**src/rtl/datapath_run_ctrl.sv**
```systemverilog
// Run sequencer for the datapath core: loads a program image into data and instruction
// memory, runs the core for a cycle budget or until halt, then streams back a data window.
module datapath_run_ctrl #(
  parameter int DADDR_W = 8,
  parameter int IADDR_W = 32,
  parameter int CNT_W   = 32
) (
  input  logic               clk,
  input  logic               reset,
  input  logic               start,
  input  logic [DADDR_W-1:0] num_data,
  input  logic [IADDR_W-1:0] num_instr,
  input  logic [CNT_W-1:0]   run_cycles,
  input  logic [DADDR_W-1:0] rb_base,
  input  logic [DADDR_W-1:0] rb_count,
  input  logic               halt,
  input  logic               s_valid,
  output logic               s_ready,
  input  logic [63:0]        s_data,
  output logic [IADDR_W-1:0] i_mem_addra,
  output logic [31:0]        i_mem_din,
  output logic               i_mem_we,
  output logic [DADDR_W-1:0] d_mem_addra,
  output logic [63:0]        d_mem_din,
  output logic               d_mem_we,
  input  logic [63:0]        d_mem_out,
  output logic               core_reset_n,
  output logic               pc_en,
  output logic               m_valid,
  input  logic               m_ready,
  output logic [63:0]        m_data,
  output logic               busy,
  output logic               done
);

  typedef enum logic [3:0] {
    IDLE, LOAD_D, LOAD_I, REL, RUN, RB_ADDR, RB_WAIT, RB_OUT, FIN
  } state_t;

  localparam logic [DADDR_W-1:0] D_ONE = DADDR_W'(1);
  localparam logic [IADDR_W-1:0] I_ONE = IADDR_W'(1);
  localparam logic [CNT_W-1:0]   C_ONE = CNT_W'(1);

  state_t             state_reg, state_next;
  logic [IADDR_W-1:0] load_cnt_reg;
  logic [CNT_W-1:0]   run_cnt_reg;
  logic [DADDR_W-1:0] rb_idx_reg;
  logic [DADDR_W-1:0] num_data_reg, rb_base_reg, rb_count_reg;
  logic [IADDR_W-1:0] num_instr_reg;
  logic [CNT_W-1:0]   run_cycles_reg;
  logic               pc_en_reg, m_valid_reg;
  logic [63:0]        m_data_reg;

  logic s_fire, m_fire, last_d, last_i, last_rb;

  assign s_fire  = s_valid & s_ready;
  assign m_fire  = m_valid_reg & m_ready;
  assign last_d  = (load_cnt_reg[DADDR_W-1:0] == (num_data_reg - D_ONE));
  assign last_i  = (load_cnt_reg == (num_instr_reg - I_ONE));
  assign last_rb = ((rb_idx_reg + D_ONE) == rb_count_reg);

  always_comb begin
    state_next  = state_reg;
    s_ready     = 1'b0;
    d_mem_we    = 1'b0;
    d_mem_addra = '0;
    d_mem_din   = '0;
    i_mem_we    = 1'b0;
    i_mem_addra = '0;
    i_mem_din   = '0;
    case (state_reg)
      IDLE: begin
        if (start) begin
          if (num_data != '0)       state_next = LOAD_D;
          else if (num_instr != '0) state_next = LOAD_I;
          else                      state_next = REL;
        end
      end
      LOAD_D: begin
        s_ready     = 1'b1;
        d_mem_we    = s_valid;
        d_mem_addra = load_cnt_reg[DADDR_W-1:0];
        d_mem_din   = s_data;
        if (s_valid && last_d)
          state_next = (num_instr_reg != '0) ? LOAD_I : REL;
      end
      LOAD_I: begin
        s_ready     = 1'b1;
        i_mem_we    = s_valid;
        i_mem_addra = load_cnt_reg;
        i_mem_din   = s_data[31:0];
        if (s_valid && last_i) state_next = REL;
      end
      REL: begin
        if (run_cycles_reg != '0)    state_next = RUN;
        else if (rb_count_reg != '0) state_next = RB_ADDR;
        else                         state_next = FIN;
      end
      RUN: begin
        // halt on the last budget cycle lands on the same exit as expiry
        if (halt || run_cnt_reg == C_ONE)
          state_next = (rb_count_reg != '0) ? RB_ADDR : FIN;
      end
      RB_ADDR: begin
        d_mem_addra = rb_base_reg + rb_idx_reg;
        state_next  = RB_WAIT;
      end
      RB_WAIT: begin
        d_mem_addra = rb_base_reg + rb_idx_reg;
        state_next  = RB_OUT;
      end
      RB_OUT: begin
        if (m_fire) state_next = last_rb ? FIN : RB_ADDR;
      end
      FIN:     state_next = IDLE;
      default: state_next = IDLE;
    endcase
  end

  always_ff @(posedge clk or posedge reset) begin
    if (reset) begin
      state_reg      <= IDLE;
      load_cnt_reg   <= '0;
      run_cnt_reg    <= '0;
      rb_idx_reg     <= '0;
      num_data_reg   <= '0;
      num_instr_reg  <= '0;
      run_cycles_reg <= '0;
      rb_base_reg    <= '0;
      rb_count_reg   <= '0;
      pc_en_reg      <= 1'b0;
      m_valid_reg    <= 1'b0;
      m_data_reg     <= '0;
    end else begin
      state_reg <= state_next;
      pc_en_reg <= (state_next == RUN);
      if (state_reg == IDLE && start) begin
        num_data_reg   <= num_data;
        num_instr_reg  <= num_instr;
        run_cycles_reg <= run_cycles;
        rb_base_reg    <= rb_base;
        rb_count_reg   <= rb_count;
        load_cnt_reg   <= '0;
        rb_idx_reg     <= '0;
      end
      // one counter serves both load phases; it restarts at 0 for the instruction image
      if (s_fire)
        load_cnt_reg <= (state_reg == LOAD_D && last_d) ? '0 : load_cnt_reg + I_ONE;
      if (state_reg == REL)
        run_cnt_reg <= run_cycles_reg;
      else if (state_reg == RUN)
        run_cnt_reg <= run_cnt_reg - C_ONE;
      if (state_reg == RB_WAIT) begin
        m_data_reg  <= d_mem_out;
        m_valid_reg <= 1'b1;
      end else if (m_fire) begin
        m_valid_reg <= 1'b0;
        rb_idx_reg  <= rb_idx_reg + D_ONE;
      end
    end
  end

  assign core_reset_n = !(state_reg == IDLE || state_reg == LOAD_D || state_reg == LOAD_I);
  assign pc_en        = pc_en_reg;
  assign m_valid      = m_valid_reg;
  assign m_data       = m_data_reg;
  assign busy         = (state_reg != IDLE);
  assign done         = (state_reg == FIN);

endmodule

```
**config.mk**
```make
export PLATFORM = sky130hd
export DESIGN_NAME = datapath_run_ctrl
export DESIGN_NICKNAME = d
export VERILOG_FILES = /design/src/rtl/datapath_run_ctrl.sv
export SDC_FILE = /design/constraint.sdc
export NUM_CORES = 1
export LEC_CHECK = 0
export BUFFER_PORTS_ARGS = -buffer_cell sky130_fd_sc_hd__buf_2
export CAP_MARGIN = 20
export CORE_MARGIN = 8
export CORE_UTILIZATION = 45
export DETAILED_ROUTE_END_ITERATION = 6
export PLACE_DENSITY = 0.72
export SLEW_MARGIN = 30
export SYNTH_ARGS = -nofsm -noshare
export SYNTH_HDL_FRONTEND = slang
export SYNTH_SLANG_ARGS = --single-unit
```
**constraint.sdc**
```tcl
create_clock -name clk -period 13.7 [get_ports clk]
set_input_delay 2.74 -clock clk [delete_from_list [all_inputs] [get_ports clk]]
set_output_delay 2.74 -clock clk [all_outputs]
set_load 0.03 [all_outputs]
```
== Word-level counts from Yosys, hierarchy flattened ==
Index checks and enable logic that the tools add are counted.

* Add/subtract/negate cells: 6
* Multiply operators: 0
* Divide/modulo/power cells: 0
* Magnitude comparators: 0
* Equality and inequality tests: 13
* Shifts and indexed selects: 0
* Multiplexer cells: 29
* Bitwise logic cells: 2
* Reduce and logical (&&, ||, !) cells: 20

{| class="wikitable"
|+ Operators by type and width
! operator !! count
|-
| $mux W32 || 7
|-
| $reduce_bool A32 Y1 || 3
|-
| $mux W64 || 1
|-
| $sub A32 B1 Y32 const B || 2
|-
| $add A32 B1 Y32 const B || 1
|-
| $eq A32 B1 Y1 const B || 1
|-
| $eq A32 B32 Y1 || 1
|-
| $mux W4 || 8
|-
| $pmux W4 S8 || 1
|-
| $mux W8 || 3
|-
| $eq A4 B3 Y1 const B || 5
|-
| $eq A8 B8 Y1 || 2
|-
| $pmux W8 S2 || 1
|-
| $reduce_bool A8 Y1 || 2
|-
| $add A8 B1 Y8 const B || 1
|-
| $add A8 B8 Y8 || 1
|-
| $eq A4 B2 Y1 const B || 2
|-
| $sub A8 B1 Y8 const B || 1
|-
| $mux W1 || 7
|-
| $reduce_bool A2 Y1 || 3
|-
| $eq A4 B1 Y1 const B || 1
|-
| $eq A4 B4 Y1 const B || 1
|-
| $logic_and A1 B1 Y1 || 4
|-
| $logic_not A4 Y1 || 1
|-
| other kinds (6) || 10
|}

* Bits in registers: 230
* Latch bits: 0
* Memory bits (writable): 0
* ROM bits: 0
* Input port bits: 222
* Output and inout port bits: 208
* Word-level logic and storage cells: 82
* Memories: 0

== Depth between registers and ports, before layout ==
Gate-level depths: netlist of run 1.

* Depth after elaboration: 6
* Gate-level depth with buffers: 11
* Mapped depth without buffers: 9

== Least setup slack after synthesis of run 1 ==
OpenSTA, ideal clock, no wires.

* Path kind: input to output
* Start point: in s_valid
* End point: out d_mem_we
* Arrival: 3.032 ns
* Required time: 10.960 ns
* Path slack: 7.928 ns
* Stages on the path: 1
* Path buffers: 0
* Cells stage by stage: and2_1

* Word-level cells in the longest chain between the ends: 1

{| class="wikitable"
|+ Ends and longest elaborated chain
! what !! RTL line !! RTL
|-
| start: declaration || 17 || <nowiki>input logic s_valid,</nowiki>
|-
| $mux W1 || 71 || <nowiki>case (state_reg)</nowiki>
|-
| end: declaration || 25 || <nowiki>output logic d_mem_we,</nowiki>
|}

No other way between the ends.

== Worst setup path in the final report of run 1 ==
* Start point: in s_valid
* End point: out i_mem_we

* Word-level cells in the longest chain between the ends: 1

{| class="wikitable"
|+ Ends and longest elaborated chain
! what !! RTL line !! RTL
|-
| $mux W1 || 71 ||
|-
| end: declaration || 22 || <nowiki>output logic i_mem_we,</nowiki>
|}

No other way between the ends.

==> results.cfg, run 1 <==
[run_status]
outcome = complete, no violations

[grt]
antenna_found_initial = 7
grt_pass1_vias = 11800
grt_max_degree = 151
grt_usage_pct = 23.3
grt_pass1_wl_um = 64700
globalRouteOverflowTotal = 0

[clock_network]
cts_resized = 0
clkSinkCount = 230
cts_hold_buf = 0
path_clk_slew_ns = 0.06
clock_latency_ns = 0.54
cts_tree = built
clockRootBuffer = clkbuf_16
clockBufferDepth = 3
ctsHtreeMaxLevel = 1
cts_inserted_buffers = 27
cts_setup_buffers = 0

[worst_hold_path]
hold_path_class = reg2reg

[detailed_routing]
routed_wl_um = 41500
drt_iter0_markers = 848
remaining_drc_errors = 0
vias_per_cell = 5.43
vias = 11900
first_pass_iters = 5
postRouteAntennaNets = 0
routedWlPerCell_um = 18.9

[floorplan]
die_y_um = 186
dieArea_sq_um = 34500
die_w_um = 186
initial_core_util_pct = 45.4
io_pins = 430
row_count = 62
coreArea_sq_um = 28500

[timing]
setup_viol_count_final = 0
finalHoldViolations = 0
relSlewSlack_pct = 40.3
fin_crit_sh_pct = 44.5
drv_slew = 0
clock_skew_ns = 0.0119
period_needed_ns = 6.10
tns_ns = 0
max_freq_mhz = 164
tightest_slew_ns = 0.887
hold_slack_ns = 0.469
grt_setup_unrepaired = no

[yosys]
synth_edf_count = 0
ys_warn_count = 0
synth_area_leaders = dfrtp_1, nand2_1, mux2_2, and2_1, xnor2_1
synth_async_sr_flop_share_pct = 100
synth.most_common_cell = nand2_1
synth_top_area_share_pct = 44.4
ys_seq_area_share_pct = 44.4
netlist_top_cells_count = nand2_1, dfrtp_1, and2_1, mux2_2, clkbuf_1
synth_top_cell_by_area = dfrtp_1
synthDistinctLibCells = 75
avgSynthCellArea_sq_um = 9.22
syn_inst = 1406
synth-seq-cells = 230
netlist_area_sq_um = 13000
synth-main-ff-cell = dfrtp_1
syn_nets = 1642

[cells_and_area]
drive_gt1_share_pct = 33.0
syn2layout_area_growth_pct = 26.0
fin_nets = 2024
largest_reg_flops = 64

[worst_setup_path]
crit_required_ns = 10.96
end_kind = output port
startpoint_type = input pin
crit_path_max_fanout = 6
cp_data_arrival_time_ns = 3.36
crit_type = in2out

[power_and_ir_drop]
p_leak_nw = 8.01
power.density_nw_per_um2 = 229
peakVddDrop_mv = 0.143

[place]
io_buffer_count = 429
dp_hpwl_um = 31100
place_congestion = 0.922

[run]
drv_cap = 0
==> area by class of cell <==
type	instances	area (sq um)
inverter	26	110
tap	384	480
clock buffer	35	736
timing repair buffer	440	2240
antenna	6	15.0
fill	2591	12200
clock inverter	14	205
multi-input combinational	1063	6800
sequential	230	5760
==> placed cells by master, fill, tap and decap left out, types with 5 or more instances in the layout <==
master,instances
clkbuf_16,27
buf_2,429
a21oi_1,40
a22o_1,12
mux2_2,84
o211ai_1,16
o311ai_0,10
nand2_1,281
nand4b_1,5
ha_1,13
clkbuf_1,5
or4_1,6
nor2_1,47
nand3_1,32
nor3_1,27
xor2_1,32
inv_1,25
or3_1,15
and3_1,15
and2_1,136
buf_4,9
nand4_1,18
o21ai_0,38
clkinv_2,6
o21ai_1,12
nand2b_1,15
diode_2,6
dfrtp_1,230
nor4_1,37
xnor2_1,43
a31oi_1,24
bufinv_16,5
a21o_1,5
o311ai_1,5
a221o_1,6
==> worst max-delay path, cell delays in order <==
cell and delay (ns):
buf_2 0.18, and2_1 0.22, buf_2 0.22
==> routing by layer <==
layer  global-route usage [%]  up-vias  share of wire [%]
li1                         -     5700                  -
met2                     38.0      445                 47
met5                        0        -              0.077
met3                     7.05       89                 10
met1                     29.4     5695                 40
met4                     7.34        6                2.8
==> stage by stage <==
step,total power [mW],instance area (sq um),utilization (%),instances,worst slack [ns]
after floorplan,2.48,13000,-,1406,4.66
after detailed placement,2.99,15400,53.8,2143,7.64
final,3.74,16300,57.2,2198,7.60
after global placement,2.93,15400,53.8,2143,7.64
after global routing,3.99,16300,57.2,2196,7.60
after CTS,3.77,16300,57.1,2192,7.63
==> report_power, final <==
group | internal, mW | total, mW | switching [mW]
clock network | 0.472 | 0.763 | 0.291
registers | 0.965 | 1.27 | 0.304
logic | 0.641 | 1.71 | 1.07
total | 2.08 | 3.74 | 1.66
==> cells by family after synthesis <==
family | count (synthesis) | synth area share (%)
xor+xnor | 75 | 5.07
compound gates | 212 | 11.2
simple gates | 674 | 26.8
flops | 230 | 44.4
fa+ha+maj | 14 | 1.41
mux | 88 | 7.60
buf+inv | 113 | 3.50
==> worst paths after layout <==
path,start,slack (ns),cells past startpoint,endpoint
min,m_data[20]$_DFFE_PP0P_,0.47,2,m_data[20]$_DFFE_PP0P_
max in group asynchronous,reset,10.13,3,m_data[27]$_DFFE_PP0P_
max,s_valid,7.60,3,i_mem_we
min reg2reg,m_data[20]$_DFFE_PP0P_,0.47,2,m_data[20]$_DFFE_PP0P_
max reg2reg,state_reg[0]$_DFF_PP0_,10.36,9,load_cnt_reg[28]$_DFFE_PP0P_
min in group asynchronous,reset,2.32,2,m_data[2]$_DFFE_PP0P_
Note: power is estimated with default switching activity, not from simulation.
==> inputs of run 2 (changes only) <==
clock period = 6.1 ns   (was 13.7 ns; I/O delays follow)
==> results.cfg, run 2 (synthesized netlist as in run 1, its figures left out) <==
[clock_network]
clockBufferDepth = 3
clockRootBuffer = clkbuf_16
path_clk_slew_ns = 0.06
cts_inserted_buffers = 26
cts_resized = 0
cts_tree = built
ctsHtreeMaxLevel = 1
clock_latency_ns = 0.53
cts_setup_buffers = 0
clkSinkCount = 230
cts_hold_buf = 0

[timing]
max_freq_mhz = 252
tightest_slew_ns = 0.850
fin_crit_sh_pct = 65.0
clock_skew_ns = 0.0179
period_needed_ns = 3.96
relSlewSlack_pct = 43.2
setup_viol_count_final = 0
finalHoldViolations = 0
drv_slew = 0
tns_ns = 0
setup_ws_ns = 2.14
grt_setup_unrepaired = no

[floorplan]
die_w_um = 186
dieArea_sq_um = 34500
initial_core_util_pct = 45.4
die_y_um = 186
row_count = 62
io_pins = 430
coreArea_sq_um = 28500

[power_and_ir_drop]
p_seq_share_pct = 34.1
p_sw_mw = 3.71
combPwrFrac_pct = 46.1
peakVddDrop_mv = 0.351
power.density_nw_per_um2 = 509
p_leak_nw = 8.01
power.share.switching_pct = 44.6
clkPwrFrac_pct = 19.7
internal_power_mw = 4.60

[detailed_routing]
first_pass_iters = 5
remaining_drc_errors = 0
postRouteAntennaNets = 0
routed_wl_um = 40400
drt_iter0_markers = 771
vias_per_cell = 5.44
routedWlPerCell_um = 18.4
vias = 12000

[cells_and_area]
largest_reg_flops = 64
num-fill-cells = 2589
final_cell_mix = buf_2, nand2_1, dfrtp_1
drive_gt1_share_pct = 33.4
final_area_sq_um = 16300
syn2layout_area_growth_pct = 25.9
stdcell_count = 2199
final_common_cell = buf_2
fin_nets = 2026

[place]
io_buffer_count = 429
dp_hpwl_um = 31000
placed_area_sq_um = 15400
dp.cells = 2145
place_congestion = 0.893
dp_slack_ns = 2.35

[worst_setup_path]
crit_required_ns = 4.88
crit_type = reg2out
critPathMaxStageDelay_ns = 0.53
cp_data_arrival_time_ns = 2.74
cp_cell_sequence = nand2b_1 -> nor3_4 -> buf_4 -> or2_2 -> buf_2
rrSetupSlack_ns = 2.94
end_kind = output port
crit_buf_inv = 2
cp_top_family = simple AND/OR/NAND/NOR gates
reg2reg_depth = 9
r2r_end = load_cnt_reg[28]$_DFFE_PP0P_
startpoint_type = flip-flop
slowest_stage = nor3_4
crit_path_max_fanout = 40
r2r-start = state_reg[3]$_DFF_PP0_

[worst_hold_path]
whs_path_depth = 2
hold_path_class = reg2reg
min_to = m_data[5]$_DFFE_PP0P_
min_from = m_data[5]$_DFFE_PP0P_

[grt]
grt_pass1_wl_um = 63300
met1_usage_pct = 28.3
grtUsageMet2_pct = 37.5
globalRouteOverflowTotal = 0
use_met3_pct = 6.60
grt_max_degree = 114
grt_usage_pct = 22.8
grt_pass1_vias = 11800
grt.busiest_layer = met2
antenna_found_initial = 7

[run_status]
outcome = complete, no violations

[run]
drv_cap = 0
run 2: cell types whose count changed in the layout (fill, tap and decap cells not counted), sizes merged:
cell | previous run | this run
diode | 6 | 5
clkinv | 7 | 10
clkinvlp | 1 | 3
bufinv | 5 | 3
buf | 440 | 443
clkbuf | 35 | 33
inv | 27 | 25
run 2: worst reg2reg max path, stage by stage, from the launching register on:
cell and delay, ns:
dfrtp_1 0.52, nand2b_1 0.30, nor3_4 0.54, buf_4 0.43
or2_2 0.23, nand2_1 0.12, a21oi_2 0.13, buf_4 0.40
nand2_1 0.14, o311ai_1 0.27
run 2: power by group through the flow:
| stage | clock network [mW] | logic, mW | registers, mW |
|---|---|---|---|
| 6_report | 1.64 | 3.84 | 2.84 |
| 5_1_grt | 1.76 | 4.19 | 2.93 |
| 4_1_cts | 1.68 | 3.86 | 2.83 |
| 3_5_place_dp | 0 | 3.86 | 2.84 |
| 3_3_place_gp | 0 | 3.76 | 2.82 |
| 2_1_floorplan | 0 | 2.54 | 3.03 |
run 2: area by class of cell:
class / instances / area [sq um] / area share, %
antenna: 5 / 12.5 / 0.0767
clock inverter: 15 / 163 / 0.996
multi-input combinational: 1063 / 6790 / 41.6
timing repair buffer: 443 / 2270 / 13.9
tap: 384 / 480 / 2.94
clock buffer: 33 / 748 / 4.58
sequential: 230 / 5760 / 35.3
inverter: 26 / 101 / 0.621
run 2: worst max-delay path by stage:
stage / start / end / slack [ns] / depth (start not counted)
after floorplan: reset / load_cnt_reg[0]$_DFFE_PP0P_ / 1.87 / 1
after global placement: state_reg[3]$_DFF_PP0_ / s_ready / 2.47 / 5
after detailed placement: state_reg[3]$_DFF_PP0_ / s_ready / 2.35 / 5
after CTS: state_reg[3]$_DFF_PP0_ / s_ready / 1.77 / 5
after global routing: state_reg[0]$_DFF_PP0_ / s_ready / 1.90 / 5
final: state_reg[3]$_DFF_PP0_ / s_ready / 2.14 / 5
run 2: layer usage:
| metal | wire length, um | vias to the layer above |
|---|---|---|
| li1 | - | 5708 |
| met4 | 1180 | 4 |
| met3 | 3960 | 83 |
| met5 | 27 | - |
| met2 | 19000 | 487 |
| met1 | 16200 | 5689 |
run 2: through the flow:
step	hold slack [ns]	power [mW]	utilization (%)
floorplan	0.458	5.57	-
global placement	0.454	6.57	53.9
detailed placement	0.456	6.69	53.9
CTS	0.471	8.37	57.1
global route	0.492	8.88	57.2
finish	0.468	8.31	57.2
==> inputs of run 3 (changes only) <==
ABC_AREA = 1   (was unset)
PLACE_DENSITY = 0.71   (was 0.72)
clock period = 3.8 ns   (was 6.1 ns; I/O delays follow)
==> results.cfg, run 3 <==
[floorplan]
die_w_um = 193
coreArea_sq_um = 31200
row_count = 65
die_y_um = 193
initial_core_util_pct = 45.3
dieArea_sq_um = 37400
io_pins = 430

[detailed_routing]
remaining_drc_errors = 0
routedWlPerCell_um = 16.9
routed_wl_um = 48300
postRouteAntennaNets = 0
vias = 14300
drt_iter0_markers = 1052
vias_per_cell = 5.00
first_pass_iters = 5

[worst_setup_path]
crit_required_ns = 3.04
critPathMaxStageDelay_ns = 0.44
slowest_stage = dfrtp_2
crit_top_cell = nand2_1
crit_path_max_fanout = 5
cp_data_arrival_time_ns = 2.78
crit_type = reg2out
end_kind = output port
cp_cell_sequence = ha_1 -> fa_1 -> nand2_1 -> inv_1 -> o21ai_0 -> nand2_1 -> nand2_1 -> inv_1 -> o21a_1 -> nor2_1 -> o21ai_0 -> o22ai_1 -> buf_4
startpoint_type = flip-flop

[yosys]
yosys.area_share.simple_pct = 34.9
synthDistinctLibCells = 50
synth-seq-cells = 230
synth_area_leaders = dfrtp_1, nand2_1, nor2_1, inv_1, xor2_1
synth_edf_count = 0
netlist_top_cells_count = nand2_1, nor2_1, inv_1, dfrtp_1, o21ai_0
synth.most_common_cell = nand2_1
synth_top_family_by_area = simple AND/OR/NAND/NOR gates
ys_warn_count = 0
avgSynthCellArea_sq_um = 6.97
synth_compound_gate_area_share_pct = 7.71
syn_nets = 2267
synthMuxAreaShare_pct = 0
ys_seq_area_share_pct = 40.7
synth_top_area_share_pct = 40.7
netlist_area_sq_um = 14200
synth_xor_area_share_pct = 6.14
synth_async_sr_flop_share_pct = 100
synth_top_cell_by_area = dfrtp_1
synthAdderAreaFrac_pct = 1.29
synth-main-ff-cell = dfrtp_1
syn_inst = 2031

[timing]
max_freq_mhz = 282
tns_ns = 0
drv_slew = 0
finalHoldViolations = 0
clock_skew_ns = 0.0132
setup_viol_count_final = 0
grt_setup_unrepaired = no
tightest_slew_ns = 0.857
period_needed_ns = 3.54
fin_crit_sh_pct = 93.2
relSlewSlack_pct = 42.7

[cells_and_area]
final_common_cell = nand2_1
syn2layout_area_growth_pct = 24.8
drive_gt1_share_pct = 23.7
fin_nets = 2675
largest_reg_flops = 64
final_cell_mix = nand2_1, buf_2, nor2_1

[grt]
antenna_found_initial = 4
grt_max_degree = 83
globalRouteOverflowTotal = 0
grt_pass1_wl_um = 77800
grt_usage_pct = 25.1
grt_pass1_vias = 14300

[place]
dp_hpwl_um = 38100
place_congestion = 0.961
io_buffer_count = 429

[run]
drv_cap = 0

[clock_network]
path_clk_slew_ns = 0.07
ctsHtreeMaxLevel = 1
clockRootBuffer = clkbuf_16
cts_hold_buf = 0
cts_inserted_buffers = 27
cts_tree = built
clockBufferDepth = 3
clkSinkCount = 230
clock_latency_ns = 0.56

[power_and_ir_drop]
p_leak_nw = 9.54
total_power_mw = 14.1
peakVddDrop_mv = 0.552
power.density_nw_per_um2 = 797

[run_status]
outcome = complete, no violations

[worst_hold_path]
hold_path_class = in2async
## run 3: cell types whose count changed after synthesis, moves of 34 or more
cell	change
nand3_1	+34
o21ai_0	+42
and2_1	-135
nand2_1	+417
xor2_1	+40
nor2_1	+281
inv_1	+215
clkbuf_1	-38
mux2_2	-84
## run 3: cells by family (layout without fill, tap and decap cells)
logic type / after synthesis / count (layout)
and+or+nand+nor: 1198 / 1198
buffers and inverters: 322 / 751
DFF: 230 / 230
AOI/OAI and AO/OA: 171 / 171
xor gates and xnor gates: 96 / 96
adders and majority gates: 14 / 14
other: 0 / 4
## run 3: worst max-delay path: cells and delay by family (launching register included)
family	cells	cell delay, ns
and+or+nand+nor	4	0.32
adders and majority gates	2	0.63
buffers and inverters	3	0.31
DFF	1	0.44
AOI/OAI and AO/OA	4	0.54
## run 3: final timing paths
| kind | from | depth (start not counted) | end | slack (ns) |
|---|---|---|---|---|
| worst max-delay path | rb_idx_reg[0]$_DFF_PP0_ | 13 | d_mem_addra[6] | 0.26 |
| worst min-delay path | reset | 2 | run_cnt_reg[26]$_DFFE_PP0P_ | 0.38 |
| worst max register to register | state_reg[0]$_DFF_PP0_ | 9 | load_cnt_reg[23]$_DFFE_PP0P_ | 1.28 |
| worst min register to register | m_data[49]$_DFFE_PP0P_ | 2 | m_data[49]$_DFFE_PP0P_ | 0.47 |
| max in group asynchronous | reset | 3 | num_instr_reg[5]$_DFFE_PP0P_ | 2.64 |
| min in group clk | d_mem_out[10] | 3 | m_data[10]$_DFFE_PP0P_ | 0.40 |
## run 3: per-stage QoR
step | std cells | setup WS (ns) | util (%) | hold slack, ns | instance area (sq um)
after detailed placement | 2809 | 0.769 | 53.3 | 0.453 | 16600
final | 2866 | 0.259 | 56.6 | 0.382 | 17700
after global routing | 2866 | 0.0204 | 56.6 | 0.384 | 17700
after floorplan | 2031 | 0.0320 | - | 0.446 | 14200
after global placement | 2809 | 0.753 | 53.3 | 0.449 | 16600
after CTS | 2859 | 0.166 | 56.5 | 0.379 | 17600
## run 3: routing by layer
| layer | global-route usage, % | share of wire (%) | wire [um] | up-vias |
|---|---|---|---|---|
| met4 | 6.01 | 2.0 | 951 | 0 |
| met2 | 42.0 | 47 | 22900 | 491 |
| met1 | 32.6 | 44 | 21100 | 6690 |
| li1 | - | - | - | 7097 |
| met3 | 5.97 | 7.0 | 3370 | 55 |
| met5 | 0 | 0 | 0 | - |
## run 3: power breakdown
part	internal [mW]	switching (mW)
registers	3.44	0.865
clock network	1.76	1.12
logic	2.07	4.83
## run 3: layout make-up
class	instances	area (sq um)
well taps	402	503
diodes	4	10.0
repair buffers	453	2370
flip-flops and latches	230	5760
multi-input cells	1479	7100
clock inverters	17	250
clock buffers	33	748
fillers	3033	13600
inverters	248	935
## run 3: what timing repair did
item	4_1_cts	5_1_grt
setup buffers	0	3
endpoints found under the setup margin	0	1
gates resized for setup	0	3
